<file path="config.mk">
export PLATFORM = sky130hd
export DESIGN_NAME = rdid_button_ctrl
export DESIGN_NICKNAME = d
export VERILOG_FILES = /design/src/rtl/rdid_pkg.sv /design/src/rtl/rdid_press_detect.sv /design/src/rtl/rdid_button_ctrl.sv
export SDC_FILE = /design/constraint.sdc
export NUM_CORES = 1
export LEC_CHECK = 0
export BUFFER_PORTS_ARGS = -buffer_cell sky130_fd_sc_hd__clkbuf_2
export CORE_MARGIN = 2
export CORE_UTILIZATION = 30
export DETAILED_ROUTE_END_ITERATION = 16
export PLACE_DENSITY = 0.5
export SYNTH_ARGS = -nofsm -noshare
export SYNTH_HDL_FRONTEND = slang
export SYNTH_HIERARCHICAL = 1
export SYNTH_SLANG_ARGS = --single-unit
</file>
<file path="constraint.sdc">
create_clock -name clk -period 4.8 [get_ports clk]
set_clock_uncertainty 0.1 [all_clocks]
set_input_delay 0 -clock clk [delete_from_list [all_inputs] [get_ports clk]]
set_output_delay 0 -clock clk [all_outputs]
set_load 0.05 [all_outputs]
</file>
<file path="src/rtl/rdid_pkg.sv">
// Shared types and constants for the push-button SPI flash Read-ID controller.
package rdid_pkg;

  typedef enum logic [2:0] {
    IDLE,
    CS_SETUP,
    SHIFT,
    CS_HOLD,
    GAP
  } rdid_state_t;

  localparam logic [7:0] RDID_CMD_DEFAULT = 8'h9F;
  localparam int         ID_BYTES         = 3;
  localparam int         CMD_BITS         = 8;
  localparam int         TOTAL_BITS       = 32;

endpackage

</file>
<file path="src/rtl/rdid_press_detect.sv">
// Button front end: 2-flop synchronizer, stability-count debounce, and a
// single-cycle pulse on each debounced press (releases produce nothing).
module rdid_press_detect
  import rdid_pkg::*;
#(
  parameter int DEBOUNCE_CNT = 65535
) (
  input  logic clk,
  input  logic reset,
  input  logic btn_in,
  output logic press
);

  localparam int            CW       = $clog2(DEBOUNCE_CNT + 1);
  localparam logic [CW-1:0] CNT_LAST = CW'(DEBOUNCE_CNT - 1);

  logic          sync1;
  logic          sync2;
  logic          level;
  logic          level_d;
  logic [CW-1:0] cnt;

  // Any sample agreeing with the current level restarts the stability count.
  always_ff @(posedge clk or posedge reset) begin
    if (reset) begin
      sync1   <= 1'b0;
      sync2   <= 1'b0;
      level   <= 1'b0;
      level_d <= 1'b0;
      cnt     <= '0;
    end else begin
      sync1   <= btn_in;
      sync2   <= sync1;
      level_d <= level;
      if (sync2 == level) begin
        cnt <= '0;
      end else if (cnt == CNT_LAST) begin
        level <= ~level;
        cnt   <= '0;
      end else begin
        cnt <= cnt + 1'b1;
      end
    end
  end

  assign press = level & ~level_d;

endmodule

</file>
<file path="src/rtl/rdid_button_ctrl.sv">
// Button-triggered SPI mode-0 RDID sequencer: sends the command byte, captures
// the 3-byte ID. Defining RDID_ID_CHECK_EN adds the id_match output.
module rdid_button_ctrl
  import rdid_pkg::*;
#(
  parameter int                  CLK_DIV      = 4,
  parameter int                  DEBOUNCE_CNT = 65535,
  parameter logic [CMD_BITS-1:0] RDID_CMD     = RDID_CMD_DEFAULT
`ifdef RDID_ID_CHECK_EN
  ,
  parameter logic [ID_BYTES*8-1:0] EXPECTED_ID = 24'h20BA18
`endif
) (
  input  logic       clk,
  input  logic       reset,
  input  logic       btn_in,
  output logic       spi_sclk,
  output logic       spi_cs_n,
  output logic       spi_mosi,
  input  logic       spi_miso,
  output logic       busy,
  output logic       id_valid,
  output logic [7:0] id_manuf,
  output logic [7:0] id_type,
  output logic [7:0] id_cap
`ifdef RDID_ID_CHECK_EN
  ,
  output logic       id_match
`endif
);

  localparam int            DW       = $clog2(CLK_DIV + 1);
  localparam logic [DW-1:0] DIV_LAST = DW'(CLK_DIV - 1);
  localparam int            BW       = $clog2(TOTAL_BITS);
  localparam logic [BW-1:0] BIT_LAST = BW'(TOTAL_BITS - 1);

  rdid_state_t             state;
  rdid_state_t             state_next;
  logic [DW-1:0]           div_cnt;
  logic [BW-1:0]           bit_cnt;
  logic [CMD_BITS-1:0]     cmd_sr;
  logic [ID_BYTES*8-1:0]   rx_sr;
  logic                    press;
  logic                    div_done;
  logic                    start;
  logic                    rise;
  logic                    fall;
  logic                    finish;
  logic                    done;

  rdid_press_detect #(
    .DEBOUNCE_CNT(DEBOUNCE_CNT)
  ) u_press (
    .clk   (clk),
    .reset (reset),
    .btn_in(btn_in),
    .press (press)
  );

  assign div_done = (div_cnt == DIV_LAST);
  assign spi_mosi = cmd_sr[CMD_BITS-1];

  always_ff @(posedge clk or posedge reset) begin
    if (reset) state <= IDLE;
    else       state <= state_next;
  end

  // Every phase lasts CLK_DIV cycles; strobes tell the datapath what the phase end means.
  always_comb begin
    state_next = state;
    start      = 1'b0;
    rise       = 1'b0;
    fall       = 1'b0;
    finish     = 1'b0;
    done       = 1'b0;
    case (state)
      IDLE: begin
        if (press) begin
          state_next = CS_SETUP;
          start      = 1'b1;
        end
      end
      CS_SETUP: if (div_done) state_next = SHIFT;
      SHIFT: begin
        if (div_done) begin
          if (!spi_sclk) begin
            rise = 1'b1;
          end else begin
            fall = 1'b1;
            if (bit_cnt == BIT_LAST) state_next = CS_HOLD;
          end
        end
      end
      CS_HOLD: begin
        if (div_done) begin
          finish     = 1'b1;
          state_next = GAP;
        end
      end
      GAP: begin
        if (div_done) begin
          done       = 1'b1;
          state_next = IDLE;
        end
      end
      default: state_next = IDLE;
    endcase
  end

  // The receive register is only ID-wide, so command-phase bits fall off the top.
  always_ff @(posedge clk or posedge reset) begin
    if (reset) begin
      div_cnt  <= '0;
      bit_cnt  <= '0;
      spi_sclk <= 1'b0;
      spi_cs_n <= 1'b1;
      busy     <= 1'b0;
      cmd_sr   <= '0;
      rx_sr    <= '0;
      id_valid <= 1'b0;
      id_manuf <= '0;
      id_type  <= '0;
      id_cap   <= '0;
    end else begin
      div_cnt <= (state == IDLE || div_done) ? '0 : div_cnt + 1'b1;
      if (start) begin
        spi_cs_n <= 1'b0;
        busy     <= 1'b1;
        id_valid <= 1'b0;
        cmd_sr   <= RDID_CMD;
        bit_cnt  <= '0;
      end
      if (rise) begin
        spi_sclk <= 1'b1;
        rx_sr    <= {rx_sr[ID_BYTES*8-2:0], spi_miso};
      end
      if (fall) begin
        spi_sclk <= 1'b0;
        cmd_sr   <= {cmd_sr[CMD_BITS-2:0], 1'b0};
        bit_cnt  <= bit_cnt + 1'b1;
      end
      if (finish) begin
        spi_cs_n                      <= 1'b1;
        id_valid                      <= 1'b1;
        {id_manuf, id_type, id_cap}   <= rx_sr;
      end
      if (done) busy <= 1'b0;
    end
  end

`ifdef RDID_ID_CHECK_EN
  always_ff @(posedge clk or posedge reset) begin
    if (reset)       id_match <= 1'b0;
    else if (start)  id_match <= 1'b0;
    else if (finish) id_match <= (rx_sr == EXPECTED_ID);
  end
`endif

endmodule

</file>
# --- Word-level counts from Yosys, hierarchy flattened ---
# Cells that the tools add are included.
totals:
  elab_cells: 79
  out_inout_bits: 29
  regBits: 91
  input_bits: 4
classes:
  eq_ne: 15
  reduce_logical: 8
  bitwise: 4
  n_mux: 32
  n_addsub: 3
ops:
  columns: ["op", "count"]
  rows:
  - ["$mux W16", 2]
  - ["$mux W3", 8]
  - ["$mux W1", 17]
  - ["$add A16 B1 Y16 const B", 1]
  - ["$eq A16 B16 Y1 const B", 1]
  - ["$mux W8", 2]
  - ["$pmux W3 S5", 1]
  - ["$ne A2 B2 Y1 const B", 7]
  - ["$mux W5", 2]
  - ["$eq A3 B2 Y1 const B", 3]
  - ["$reduce_bool A2 Y1", 4]
  - ["$reduce_and A7 Y1", 1]
  - ["$add A5 B1 Y5 const B", 1]
  - ["$eq A5 B5 Y1 const B", 1]
  - ["$add A3 B1 Y3 const B", 1]
  - ["$eq A3 B1 Y1 const B", 1]
  - ["$eq A3 B3 Y1 const B", 1]
  - ["$logic_not A3 Y1", 1]
  - ["$not A1 Y1", 3]
  - ["$reduce_and A2 Y1", 1]
  - ["$and A1 B1 Y1", 1]
  - ["$eq A1 B1 Y1", 1]
  - ["$logic_or A1 B1 Y1", 1]

# --- Depth between registers and ports, before layout ---
depth:
  word_depth: 6
  ltp_mapped: 8

# --- Hierarchy ---
# The synthesis kept the hierarchy.
modules_own_cells:
  columns: ["mod", "area_per_inst_um2", "n_inst", "seq_area_each_um2", "cells_per_inst"]
  rows:
  - ["rdid_button_ctrl", 2902.8, 1, 1778.0, 187]
  - ["rdid_press_detect", 944.7, 1, 500.5, 87]

# --- Worst setup path after synthesis ---
# OpenSTA, ideal clock, no wires.
synth_timing:
  path_type: "register to register"
  startpoint: "reg div_cnt[0]"
  endpoint: "reg rx_sr[10]"
  synth_period_minus_slack_ns: 2.049
  path_stages_with_launch: 9
  t_required_ns: 4.575
  slack_ns: 2.751
  n_path_buf: 3
  t_arrival_ns: 1.824
  cell_sequence: "dfrtp_1 ha_1 ha_1 nor4bb_1 buf_2 and2_4 buf_8 buf_12 mux2_2"
synth_via:
  elab_chain_len: 3
synth_rtl:
  columns: ["item", "line_no", "rtl"]
  rows:
  - ["from (decl)", "rdid_button_ctrl.sv:39", "logic [DW-1:0] div_cnt;"]
  - ["from (signal assigned)", "rdid_button_ctrl.sv:125", "div_cnt <= (state == IDLE || div_done) ? '0 : div_cnt + 1'b1;"]
  - ["$eq A3 B2 Y1", "rdid_button_ctrl.sv:60", "assign div_done = (div_cnt == DIV_LAST);"]
  - ["$mux W1", "rdid_button_ctrl.sv:85", "if (div_done) begin"]
  - ["$mux W1", "rdid_button_ctrl.sv:76", "case (state)"]
  - ["to (signal assigned)", "rdid_button_ctrl.sv:135", "rx_sr <= {rx_sr[ID_BYTES*8-2:0], spi_miso};"]
  - ["to (decl)", "rdid_button_ctrl.sv:42", "logic [ID_BYTES*8-1:0] rx_sr;"]
# Every way passes these cells.
# A chain may end at the register's enable or synchronous reset.

# --- Worst setup path after layout ---
layout_timing:
  startpoint: "reg div_cnt[0]"
  endpoint: "reg rx_sr[18]"
# Same word-level chain as after synthesis.

==> flow_metrics.tcl <==
set metrics [dict create \
    outcome "finished clean" \
    cts.root.buffer_cell "clkbuf_16" \
    power.density_nw_per_um2 352 \
    totalWireLength_um 6220 \
    antenna_cells 0 \
    final_cells 488 \
    synthFlopType "dfrtp_1" \
    max_freq_ghz 0.367 \
    drc 0 \
    comb_power_share_pct 1.6 \
    seq_area_frac_synth_pct 59.2 \
    io_pins 33 \
    reg2reg_to "rx_sr[18]$_DFFE_PP0P_" \
    syn_area_per_cell_um2 14.0 \
    path_max_fanout 24 \
    ir_drop_mv 0.161 \
    dr_wl_met2_um 2800 \
    dp.cells 469 \
    core-area_um2 12600 \
    routed_via_density 4.42 \
    async_flop_share_pct 100 \
    die_h_um 117 \
    yosysTopAreaCell "dfrtp_1" \
    cts.sinks 91 \
    p_clk_share_pct 48.9 \
    synth_top_area_share_pct 58.5 \
    drive_above_1_share_pct 32.6 \
    antenna_found_initial 0 \
    nFillCells 1205 \
    setup_tns_ns 0 \
    slew_viol_final 0 \
    grt_setup_unrepaired "false" \
    post_cts_buffers 0 \
    rows 41 \
    hold_path.class "in -> async" \
    crit_type "reg -> reg" \
    ys_top_cells_by_area "dfrtp_1 (59%), mux2_2 (8.2%), mux2_4 (6.6%)" \
    top_layer_used "met4" \
    dieWidth_um 117 \
    hpwl_um 3960 \
    wl_met3_um 284 \
    synth-edff-count 0 \
    max_cap_violations 0 \
    routedWlPerCell_um 12.7 \
    yosys_warnings 6 \
    layout_worst_path_cycle_share_pct 56.7 \
    fin_crit_ns 2.72 \
    detail-route-antenna-nets 0 \
    tightest_slew_ns 0.997 \
    grt_max_degree 61 \
    synthMostInstantiatedCell "dfrtp_1" \
    nets 322 \
    r2r_setup_slack_ns 2.08 \
    grt.overflow.total 0 \
    worst_setup_path_start_kind "flop" \
    swShare_pct 20.7 \
    routed-via-count 2159 \
    ys_ff_latch 91 \
    track_usage_pct 9.70 \
    synthTopCellsByCount "dfrtp_1 (90), mux2_2 (28), nor2_1 (22)" \
    gp_congestion 0.743 \
    cp.required_ns 4.92 \
    ff2ff_path_depth 5 \
    syn_area_um2 3850 \
    seq_power_share_pct 49.5 \
    met1Wirelength_um 3040 \
    start_util_pct 30.6 \
    cts_buffer_depth 2 \
    finalSetupViolations 0 \
    p_int_uw 1240 \
    switchingPower_uw 324 \
    die_area_um2 13700 \
    synthCells 274 \
    clk_latency_ns 0.34 \
    rr_startpoint "div_cnt[0]$_DFF_PP0_" \
    io_buffer_count 32 \
    layout-area-overhead-vs-synth_pct 15.5 \
    grt_pass1_vias 2044 \
    power_leakage_uw 0.00220 \
    h-tree-depth 3 \
    cts-buffers-inserted 9 \
    hold_viol 0 \
    ys_types 43 \
    dr.pass1.iters 4 \
    drt_iter0_markers 108 \
    timing.slew.headroom_pct 32.7 \
    synthesis.nets 285 \
    cts.reportedPaths.clkPinSlew_ns 0.07 \
    worstPathArrival_ns 2.85 \
    post_cts_resized 0 \
    tritoncts "yes" \
    critPathCaptureType "flop" \
    grt_pass1_wl_um 10300 \
]
-- cell type report --
cell class | instances | area [um2] | area share [%]
tap | 172 | 215 | 4.84
multi-input combinational | 160 | 1380 | 30.9
clock inverter | 6 | 96.3 | 2.17
clock buffer | 10 | 229 | 5.15
timing repair buffer | 37 | 205 | 4.62
inverter | 12 | 45.0 | 1.01
sequential | 91 | 2280 | 51.3
-- cells in the final DEF, fill, tap and decap left out, types with 3 or more instances in the layout --
cell type	synthesis	final
o21ai_0	3	3
nor4_1	3	3
nand4_1	4	4
nor3_1	7	7
a22o_1	5	5
ha_1	7	7
nor2_1	22	22
mux2_1	4	4
o22a_1	5	5
dfrtp_1	90	90
mux2_2	28	28
nand3_1	7	7
xnor2_1	16	16
clkbuf_2	0	32
nand2_1	7	7
dlygate4sd3_1	0	3
mux2_4	17	17
a21oi_1	3	3
clkbuf_16	0	9
inv_1	11	10
-- sequential cells by signal, indices dropped and copies added, names as in the netlist --
name	count
u_press/level	1
id_manuf	8
u_press/sync1	1
id_valid	1
u_press/sync2	1
u_press/cnt	16
state	3
id_cap	8
cmd_sr	8
busy	1
rx_sr	24
spi_sclk	1
u_press/level_d	1
bit_cnt	5
id_type	8
div_cnt	3
spi_cs_n	1
-- metrics by stage --
stage	area (um2)	utilization, %	power, uW	hold WS, ns	setup slack [ns]
floorplan	3850	-	806	-0.136	2.75
global placement	4090	32.5	812	-0.148	2.18
detailed placement	4090	32.5	813	-0.132	2.09
CTS	4440	35.4	1590	0.0566	2.09
global route	4440	35.4	1620	0.0850	1.85
finish	4440	35.4	1560	0.0567	2.08
-- power groups by stage --
stage / logic, uW / registers [uW] / clock network, uW
after floorplan: 19.9 / 786 / 0
after global placement: 25.3 / 787 / 0
after detailed placement: 25.5 / 787 / 0
after CTS: 27.4 / 772 / 791
after global routing: 30.6 / 773 / 819
final: 25.5 / 773 / 764
-- what timing repair did --
item | in CTS | in global routing
hold buffers | 3 | 0
setup endpoints to repair | 0 | 0
endpoints found under the hold margin | 33 | 0
-- cells by family after synthesis --
kind of cell,after synthesis,share of synthesized area (%)
simple gates,65,9.20
flops,91,59.2
compound gates,20,3.90
xor+xnor,18,4.10
fa+ha+maj,7,2.28
mux,50,16.3
buf+inv,23,5.04
-- layer usage --
| metal | global-route usage [%] | vias up |
|---|---|---|
| met3 | 3.24 | 8 |
| met4 | 3.76 | 0 |
| met1 | 12.9 | 1087 |
| met5 | 0 | - |
| li1 | - | 1024 |
| met2 | 14.6 | 40 |
-- how the worst max path moves through the flow --
| stage | from | end | slack [ns] | cells after the start |
|---|---|---|---|---|
| finish | div_cnt[0]$_DFF_PP0_ | rx_sr[18]$_DFFE_PP0P_ | 2.08 | 5 |
| global route | div_cnt[0]$_DFF_PP0_ | rx_sr[1]$_DFFE_PP0P_ | 1.85 | 5 |
| CTS | div_cnt[0]$_DFF_PP0_ | rx_sr[18]$_DFFE_PP0P_ | 2.09 | 5 |
| detailed placement | div_cnt[0]$_DFF_PP0_ | rx_sr[18]$_DFFE_PP0P_ | 2.09 | 5 |
| global placement | div_cnt[0]$_DFF_PP0_ | rx_sr[18]$_DFFE_PP0P_ | 2.18 | 5 |
| floorplan | div_cnt[0]$_DFF_PP0_ | rx_sr[10]$_DFFE_PP0P_ | 2.75 | 8 |
-- critical path: stages (launching register included) --
cell and delay, ns:
dfrtp_1 0.35, ha_1 0.18, ha_1 0.23, nor4bb_1 0.88, and2_4 0.49, mux2_2 0.38
Power figures use the tool's default switching activity.
